$ cat config.mk
export PLATFORM = sky130hd
export DESIGN_NAME = pcie_axi_lite_master_arbiter
export DESIGN_NICKNAME = d
export VERILOG_FILES = /design/src/rtl/pcie_axi_lite_master_arbiter.sv
export SDC_FILE = /design/constraint.sdc
export NUM_CORES = 1
export LEC_CHECK = 0
export ABC_AREA = 0
export CAP_MARGIN = 20
export CELL_PAD_IN_SITES_DETAIL_PLACEMENT = 1
export CELL_PAD_IN_SITES_GLOBAL_PLACEMENT = 1
export CORE_AREA = 3 3 172 174
export DETAILED_ROUTE_END_ITERATION = 16
export DIE_AREA = 0 0 175 177
export PLACE_DENSITY = 0.78
export SLEW_MARGIN = 5
export SYNTH_ARGS = -nofsm -noshare
export SYNTH_HDL_FRONTEND = slang
export SYNTH_SLANG_ARGS = --single-unit
$ cat constraint.sdc
create_clock -name user_clk -period 1.4 [get_ports user_clk]
set_input_delay 0.21 -clock user_clk [delete_from_list [all_inputs] [get_ports user_clk]]
set_output_delay 0.21 -clock user_clk [all_outputs]
set_load 0.02 [all_outputs]
$ cat src/rtl/pcie_axi_lite_master_arbiter.sv
`default_nettype none
// ============================================================================
// Module   : pcie_axi_lite_master_arbiter
// Brief    : 2:1 round-robin AXI4-Lite master arbiter, one transaction in flight.
// Revision : 1.0
// ============================================================================
module pcie_axi_lite_master_arbiter #(
    parameter int ADDR_WIDTH = 32,
    parameter int DATA_WIDTH = 32
) (
    input  logic                      user_clk,
    input  logic                      user_reset,
    // slave port 0 (PCIe bridge)
    input  logic [ADDR_WIDTH-1:0]     s0_awaddr,
    input  logic                      s0_awvalid,
    output logic                      s0_awready,
    input  logic [DATA_WIDTH-1:0]     s0_wdata,
    input  logic [DATA_WIDTH/8-1:0]   s0_wstrb,
    input  logic                      s0_wvalid,
    output logic                      s0_wready,
    output logic [1:0]                s0_bresp,
    output logic                      s0_bvalid,
    input  logic                      s0_bready,
    input  logic [ADDR_WIDTH-1:0]     s0_araddr,
    input  logic                      s0_arvalid,
    output logic                      s0_arready,
    output logic [DATA_WIDTH-1:0]     s0_rdata,
    output logic [1:0]                s0_rresp,
    output logic                      s0_rvalid,
    input  logic                      s0_rready,
    // slave port 1 (local master)
    input  logic [ADDR_WIDTH-1:0]     s1_awaddr,
    input  logic                      s1_awvalid,
    output logic                      s1_awready,
    input  logic [DATA_WIDTH-1:0]     s1_wdata,
    input  logic [DATA_WIDTH/8-1:0]   s1_wstrb,
    input  logic                      s1_wvalid,
    output logic                      s1_wready,
    output logic [1:0]                s1_bresp,
    output logic                      s1_bvalid,
    input  logic                      s1_bready,
    input  logic [ADDR_WIDTH-1:0]     s1_araddr,
    input  logic                      s1_arvalid,
    output logic                      s1_arready,
    output logic [DATA_WIDTH-1:0]     s1_rdata,
    output logic [1:0]                s1_rresp,
    output logic                      s1_rvalid,
    input  logic                      s1_rready,
    // downstream master port
    output logic [ADDR_WIDTH-1:0]     m_awaddr,
    output logic                      m_awvalid,
    input  logic                      m_awready,
    output logic [DATA_WIDTH-1:0]     m_wdata,
    output logic [DATA_WIDTH/8-1:0]   m_wstrb,
    output logic                      m_wvalid,
    input  logic                      m_wready,
    input  logic [1:0]                m_bresp,
    input  logic                      m_bvalid,
    output logic                      m_bready,
    output logic [ADDR_WIDTH-1:0]     m_araddr,
    output logic                      m_arvalid,
    input  logic                      m_arready,
    input  logic [DATA_WIDTH-1:0]     m_rdata,
    input  logic [1:0]                m_rresp,
    input  logic                      m_rvalid,
    output logic                      m_rready,
    // status
    output logic                      busy,
    output logic                      grant_id
);

    localparam logic [2:0] c_IDLE    = 3'd0;
    localparam logic [2:0] c_WR_ADDR = 3'd1;
    localparam logic [2:0] c_WR_RESP = 3'd2;
    localparam logic [2:0] c_RD_ADDR = 3'd3;
    localparam logic [2:0] c_RD_DATA = 3'd4;

    logic [2:0] r_state,    w_state_nxt;
    logic       r_rr_last,  w_rr_last_nxt;
    logic       r_grant_id, w_grant_nxt;
    logic       r_aw_done,  w_aw_done_nxt;
    logic       r_w_done,   w_w_done_nxt;

    logic w_wr_req0, w_wr_req1, w_req0, w_req1, w_pick, w_pick_wr;
    logic w_aw_hs, w_w_hs;

    assign w_wr_req0 = s0_awvalid & s0_wvalid;
    assign w_wr_req1 = s1_awvalid & s1_wvalid;
    assign w_req0    = w_wr_req0 | s0_arvalid;
    assign w_req1    = w_wr_req1 | s1_arvalid;
    // on a tie the port that did not win last time goes next
    assign w_pick    = (w_req0 & w_req1) ? ~r_rr_last : w_req1;
    assign w_pick_wr = w_pick ? w_wr_req1 : w_wr_req0;

    // upstream signals of the port currently owning the bus
    logic [ADDR_WIDTH-1:0]   w_g_awaddr, w_g_araddr;
    logic [DATA_WIDTH-1:0]   w_g_wdata;
    logic [DATA_WIDTH/8-1:0] w_g_wstrb;
    logic w_g_awvalid, w_g_wvalid, w_g_bready, w_g_arvalid, w_g_rready;

    assign w_g_awaddr  = r_grant_id ? s1_awaddr  : s0_awaddr;
    assign w_g_awvalid = r_grant_id ? s1_awvalid : s0_awvalid;
    assign w_g_wdata   = r_grant_id ? s1_wdata   : s0_wdata;
    assign w_g_wstrb   = r_grant_id ? s1_wstrb   : s0_wstrb;
    assign w_g_wvalid  = r_grant_id ? s1_wvalid  : s0_wvalid;
    assign w_g_bready  = r_grant_id ? s1_bready  : s0_bready;
    assign w_g_araddr  = r_grant_id ? s1_araddr  : s0_araddr;
    assign w_g_arvalid = r_grant_id ? s1_arvalid : s0_arvalid;
    assign w_g_rready  = r_grant_id ? s1_rready  : s0_rready;

    assign w_aw_hs = w_g_awvalid & ~r_aw_done & m_awready;
    assign w_w_hs  = w_g_wvalid  & ~r_w_done  & m_wready;

    // responses and readies destined for the granted port
    logic                  w_awready_g, w_wready_g, w_bvalid_g, w_arready_g, w_rvalid_g;
    logic [1:0]            w_bresp_g, w_rresp_g;
    logic [DATA_WIDTH-1:0] w_rdata_g;

    always_comb begin
        w_state_nxt   = r_state;
        w_rr_last_nxt = r_rr_last;
        w_grant_nxt   = r_grant_id;
        w_aw_done_nxt = r_aw_done;
        w_w_done_nxt  = r_w_done;
        m_awaddr      = '0;
        m_awvalid     = 1'b0;
        m_wdata       = '0;
        m_wstrb       = '0;
        m_wvalid      = 1'b0;
        m_bready      = 1'b0;
        m_araddr      = '0;
        m_arvalid     = 1'b0;
        m_rready      = 1'b0;
        w_awready_g   = 1'b0;
        w_wready_g    = 1'b0;
        w_bvalid_g    = 1'b0;
        w_bresp_g     = 2'b00;
        w_arready_g   = 1'b0;
        w_rvalid_g    = 1'b0;
        w_rdata_g     = '0;
        w_rresp_g     = 2'b00;

        case (r_state)
            c_IDLE: begin
                if (w_req0 | w_req1) begin
                    w_grant_nxt   = w_pick;
                    w_rr_last_nxt = w_pick;
                    w_state_nxt   = w_pick_wr ? c_WR_ADDR : c_RD_ADDR;
                end
            end
            c_WR_ADDR: begin
                m_awaddr    = w_g_awaddr;
                m_wdata     = w_g_wdata;
                m_wstrb     = w_g_wstrb;
                m_awvalid   = w_g_awvalid & ~r_aw_done;
                m_wvalid    = w_g_wvalid & ~r_w_done;
                w_awready_g = m_awready & ~r_aw_done;
                w_wready_g  = m_wready & ~r_w_done;
                // AW and W complete independently; leave once both have
                if ((r_aw_done | w_aw_hs) & (r_w_done | w_w_hs)) begin
                    w_state_nxt   = c_WR_RESP;
                    w_aw_done_nxt = 1'b0;
                    w_w_done_nxt  = 1'b0;
                end else begin
                    w_aw_done_nxt = r_aw_done | w_aw_hs;
                    w_w_done_nxt  = r_w_done | w_w_hs;
                end
            end
            c_WR_RESP: begin
                w_bvalid_g = m_bvalid;
                w_bresp_g  = m_bresp;
                m_bready   = w_g_bready;
                if (m_bvalid & w_g_bready) begin
                    w_state_nxt = c_IDLE;
                end
            end
            c_RD_ADDR: begin
                m_araddr    = w_g_araddr;
                m_arvalid   = w_g_arvalid;
                w_arready_g = m_arready;
                if (w_g_arvalid & m_arready) begin
                    w_state_nxt = c_RD_DATA;
                end
            end
            c_RD_DATA: begin
                w_rvalid_g = m_rvalid;
                w_rdata_g  = m_rdata;
                w_rresp_g  = m_rresp;
                m_rready   = w_g_rready;
                if (m_rvalid & w_g_rready) begin
                    w_state_nxt = c_IDLE;
                end
            end
            default: begin
                w_state_nxt = c_IDLE;
            end
        endcase
    end

    always_ff @(posedge user_clk) begin
        if (user_reset) begin
            r_state    <= c_IDLE;
            r_rr_last  <= 1'b1;
            r_grant_id <= 1'b0;
            r_aw_done  <= 1'b0;
            r_w_done   <= 1'b0;
        end else begin
            r_state    <= w_state_nxt;
            r_rr_last  <= w_rr_last_nxt;
            r_grant_id <= w_grant_nxt;
            r_aw_done  <= w_aw_done_nxt;
            r_w_done   <= w_w_done_nxt;
        end
    end

    // the port not holding the grant sees all-zero outputs
    assign s0_awready = ~r_grant_id & w_awready_g;
    assign s0_wready  = ~r_grant_id & w_wready_g;
    assign s0_bvalid  = ~r_grant_id & w_bvalid_g;
    assign s0_bresp   = r_grant_id ? 2'b00 : w_bresp_g;
    assign s0_arready = ~r_grant_id & w_arready_g;
    assign s0_rvalid  = ~r_grant_id & w_rvalid_g;
    assign s0_rdata   = r_grant_id ? '0 : w_rdata_g;
    assign s0_rresp   = r_grant_id ? 2'b00 : w_rresp_g;

    assign s1_awready = r_grant_id & w_awready_g;
    assign s1_wready  = r_grant_id & w_wready_g;
    assign s1_bvalid  = r_grant_id & w_bvalid_g;
    assign s1_bresp   = r_grant_id ? w_bresp_g : 2'b00;
    assign s1_arready = r_grant_id & w_arready_g;
    assign s1_rvalid  = r_grant_id & w_rvalid_g;
    assign s1_rdata   = r_grant_id ? w_rdata_g : '0;
    assign s1_rresp   = r_grant_id ? w_rresp_g : 2'b00;

    assign busy     = (r_state != c_IDLE);
    assign grant_id = r_grant_id;

endmodule
`default_nettype wire

# Yosys cells after proc, flatten, opt, wreduce, memory -nomap -nowiden
# Index checks and enable logic that the tools add are counted.
# op_classes
shift,0
mux,43
reduce_logical,4
add_sub_neg,0
eq_ne,9
magnitude_cmp,0
multipliers,0
n_bitwise,32
div_mod_pow,0
# ops
operator,n
$mux W32,9
$and A1 B1 Y1,23
$mux W1,19
$mux W3,5
$pmux W3 S5,1
$mux W2,7
$ne A2 B2 Y1 const B,5
$mux W4,2
$eq A3 B2 Y1 const B,2
$or A1 B1 Y1,5
$reduce_and A5 Y1,1
$not A1 Y1,4
$eq A3 B1 Y1 const B,1
$eq A3 B3 Y1 const B,1
$logic_not A3 Y1,1
$reduce_bool A3 Y1,1
$reduce_and A2 Y1,1
# word_totals
elab_cells,93
regBits,7
latchBits,0
mem_bits_rw,0
rom_bits,0
output_inout_bits,189
n_memories,0

# Depth between registers and ports, before layout
# depth
depth_word,8
ltp_mapped,6
depth_no_buf,5

# Worst setup path after synthesis
# OpenSTA, ideal clock, no wires.
# synth_timing
path_kind,register to output
from,register r_state[0]
to,output s0_awready
path_stages_with_launch,6
arrival_time_ns,1.673
n_path_buf,3
setup_slack_ns,-0.483
required_ns,1.190
path_cell_list,dfxtp_1 -> buf_4 -> or3b_1 -> buf_2 -> buf_6 -> nor4_1
# synth_between
elab_chain_cells,3
# synth_lines
element,line_no,text
start: declaration,78,"logic [2:0] r_state, w_state_nxt;"
start signal: assignment,202,r_state <= c_IDLE;
start signal: assignment,208,r_state <= w_state_nxt;
$eq A3 B1 Y1,143,case (r_state)
$mux W1,143,
$and A1 B1 Y1,217,assign s0_awready = ~r_grant_id & w_awready_g;
end: declaration,16,"output logic s0_awready,"
# Every way passes these cells.

# Final worst setup path
# layout_timing
from,register r_state[1]
to,output m_wstrb[0]
# layout_between
elab_chain_cells,2
# layout_lines
element,line_no,text
$eq A3 B1 Y1,143,
$mux W4,143,
end: declaration,54,"output logic [DATA_WIDTH/8-1:0] m_wstrb,"
# Every way passes these cells.

==> metrics <==
outcome=finished with violations; failing checks=negative setup slack; worst-margin pin slew=0.398 ns; Synth Area in Adders=0; RSZ-0062 raised after global routing=true; final-layout fill cell count=3166; clk slew on worst S/H paths=0.04 ns; CTS tree=done; Post-Synth XOR/XNOR Area=0; Worst EP required=1.19 ns; area growth from synthesis to layout=287%; Avg Inst Size Synth=6.77 um^2; final setup vio count=196; Slew headroom=0.728; leakage=3.96 nW; latest clock arrival within the worst-skew pair=0.23 ns; Sink Count=7; cts-stage hold buffer count=0; final instance area=a little over 10000 um^2; end of the worst register-to-register path=r_state[1]$_SDFFE_PP0P_; max_cap viols=0; Mapped Area=2600 um^2; Synth Area in Simple Gates=0.400; Worst R2R Path Depth=8; sequential share of the synthesized area=0.0539; Final Hold Fails=0; min-delay worst type=reg -> reg; Synth async-reset ratio=0; CTS HTree Levels=1; share of cells above drive strength 1=0.596; pin count of the biggest net entering global routing=37; CP startpoint kind=flip-flop; root buffer cell=clkbuf_16; final core utilization=0.360; DRC violations left=0; Synth Area in Compound Gates=0.0582; starting density of the core=0.0931; Total Neg Setup Slack=-76.48 ns; Synth warnings=0; Reg2Reg Setup Slack=-0.33 ns; Max Clk Rate=0.522 GHz; Post-Route WL=24300 um; r2r startpoint=grant_id$_SDFFE_PP0P_; Power per Cell Area=about 950 nW/um^2; Tcrit/Tclk final=1.37; flops & latches, synth=7; Final Skew=just under 0.001 ns; placed instance area=8830 um^2; Synth Net Count=637; first-pass GRT wire length=30500 um; post-route ant nets=0; Tot GR Track Use=0.125; vias in the first global route=5141; core area=27900 um^2; DR vias/cell=between 3 and 4; cell count after synthesis=roughly 380; die area=31000 um^2; Top FF cell, synth=dfxtp_1; Final Power=9.52 mW; main combinational cell family by area after synthesis=multiplexers; Synth cell types=32; CTS Buffer Depth=2; Starting DRT DRC Count=100; router iterations before antenna repair=4; worst setup path start=r_state[1]$_SDFFE_PP0P_; Vias=4993; worst path arrival time=1.71 ns; Horiz. Die Dim=175 um; # diodes=0; CTS buffer count=3; Max IR drop VDD=555 uV; CP Max Fanout=36; Setup crit end=m_wstrb[0]; Setup WS pre-CTS=-0.636 ns; fin. max-slew vios=0; GPL Wtd Cong=0.850; Post-DP HPWL=roughly 18000 um; die span in y=around 180 um; Tmin final=1.92 ns; element type at the critical path end=output port; most common cell after layout, fill and taps aside=clkdlybuf4s50_1; Row Count=61; routed len/inst=18.6 um; # IOs=442; post-synthesis mux area share=0.404; port buffer count=between 400 and 500; nets=1178; initial antenna violation count=0; most frequent cells in the layout=clkdlybuf4s50_1 (252), buf_6 (119), buf_4 (107); setup ws final=-0.515 ns; EDFF count, synth=0; CP Class=reg -> out; grt total ovfl=0
-- cells in the mapped netlist, types with 2 or more instances --
| cell | number | area [um^2] |
|---|---|---|
| nor2_1 | 107 | 402 |
| mux2i_1 | 105 | 1050 |
| and2_1 | 71 | 444 |
| clkbuf_1 | 12 | 45.0 |
| buf_2 | 8 | 40.0 |
| buf_4 | 7 | 52.6 |
| dfxtp_1 | 7 | 140 |
| nand2_1 | 7 | 26.3 |
| nor3_1 | 7 | 35.0 |
| and3_1 | 6 | 37.5 |
| inv_1 | 6 | 22.5 |
| a21oi_1 | 5 | 25.0 |
| buf_6 | 5 | 56.3 |
| nor2b_1 | 4 | 25.0 |
| nor4_1 | 4 | 25.0 |
| nor2_2 | 3 | 18.8 |
| a21o_1 | 2 | 15.0 |
| o21ba_2 | 2 | 20.0 |
| o22ai_1 | 2 | 12.5 |
| o311ai_0 | 2 | 17.5 |
-- power by group --
group,internal [mW],leakage (nW),switching [mW]
sequential,0.264,0.0592,0.0884
combinational,4.51,3.86,4.16
clock,0.379,0.0382,0.114
-- through the flow --
step,std cells,hold WS (ns)
2_1_floorplan,384,0.272
3_3_place_gp,1237,0.558
3_5_place_dp,1237,0.590
4_1_cts,1246,0.618
5_1_grt,1302,0.634
6_report,1302,0.621
-- state kept, by name, summed over array words and instances, names as in the netlist --
signal,count
grant_id,1
r_aw_done,1
r_rr_last,1
r_state,3
r_w_done,1
-- final cells by class --
cell class | count | area, um^2 | area share
clock buffers | 4 | 78.8 | 0.00783
inverters | 6 | 26.3 | 0.00261
multi-input cells | 339 | 3560 | 0.353
flip-flops and latches | 7 | 148 | 0.0147
well taps | 378 | 473 | 0.0470
repair buffers | 568 | 5780 | 0.575
-- worst min-delay path by stage --
stage / slack (ns) / endpoint / cells after the start / from
after floorplan: 0.27 / r_state[0]$_SDFFE_PP0P_ / 1 / user_reset
after global placement: 0.56 / r_rr_last$_SDFFE_PP1P_ / 2 / r_rr_last$_SDFFE_PP1P_
final: 0.62 / r_rr_last$_SDFFE_PP1P_ / 2 / r_rr_last$_SDFFE_PP1P_
after detailed placement: 0.59 / r_rr_last$_SDFFE_PP1P_ / 2 / r_rr_last$_SDFFE_PP1P_
after global routing: 0.63 / r_rr_last$_SDFFE_PP1P_ / 2 / r_rr_last$_SDFFE_PP1P_
after CTS: 0.62 / r_rr_last$_SDFFE_PP1P_ / 2 / r_rr_last$_SDFFE_PP1P_
-- cells by family after synthesis --
| family | count (synthesis) |
|---|---|
| mux | 105 |
| buf+inv | 38 |
| compound gates | 21 |
| simple gates | 213 |
| flops | 7 |
-- critical path: stages (launching register included) --
cell and delay [ns]:
dfxtp_2 0.34, or3b_4 0.45, buf_12 0.21, nor2_1 0.16, clkdlybuf4s15_2 0.28
-- metal layers --
layer | GRT usage | vias up | wire (um)
li1 | - | 2370 | -
met1 | 0.144 | 2388 | 9150
met2 | 0.245 | 208 | 13300
met3 | 0.0238 | 27 | 1380
met4 | 0.0123 | 0 | 435
met5 | 0 | - | 0
-- timing repair --
| item | 4_1_cts | 5_1_grt |
|---|---|---|
| hold endpoints to repair | 0 | 0 |
| pin swaps | 3 | 31 |
| resized for setup | 616 | 457 |
| setup endpoints to repair | 194 | 196 |
| setup buffers | 3 | 48 |
| gates cloned | 2 | 12 |
(Power assumes the default switching activity.)
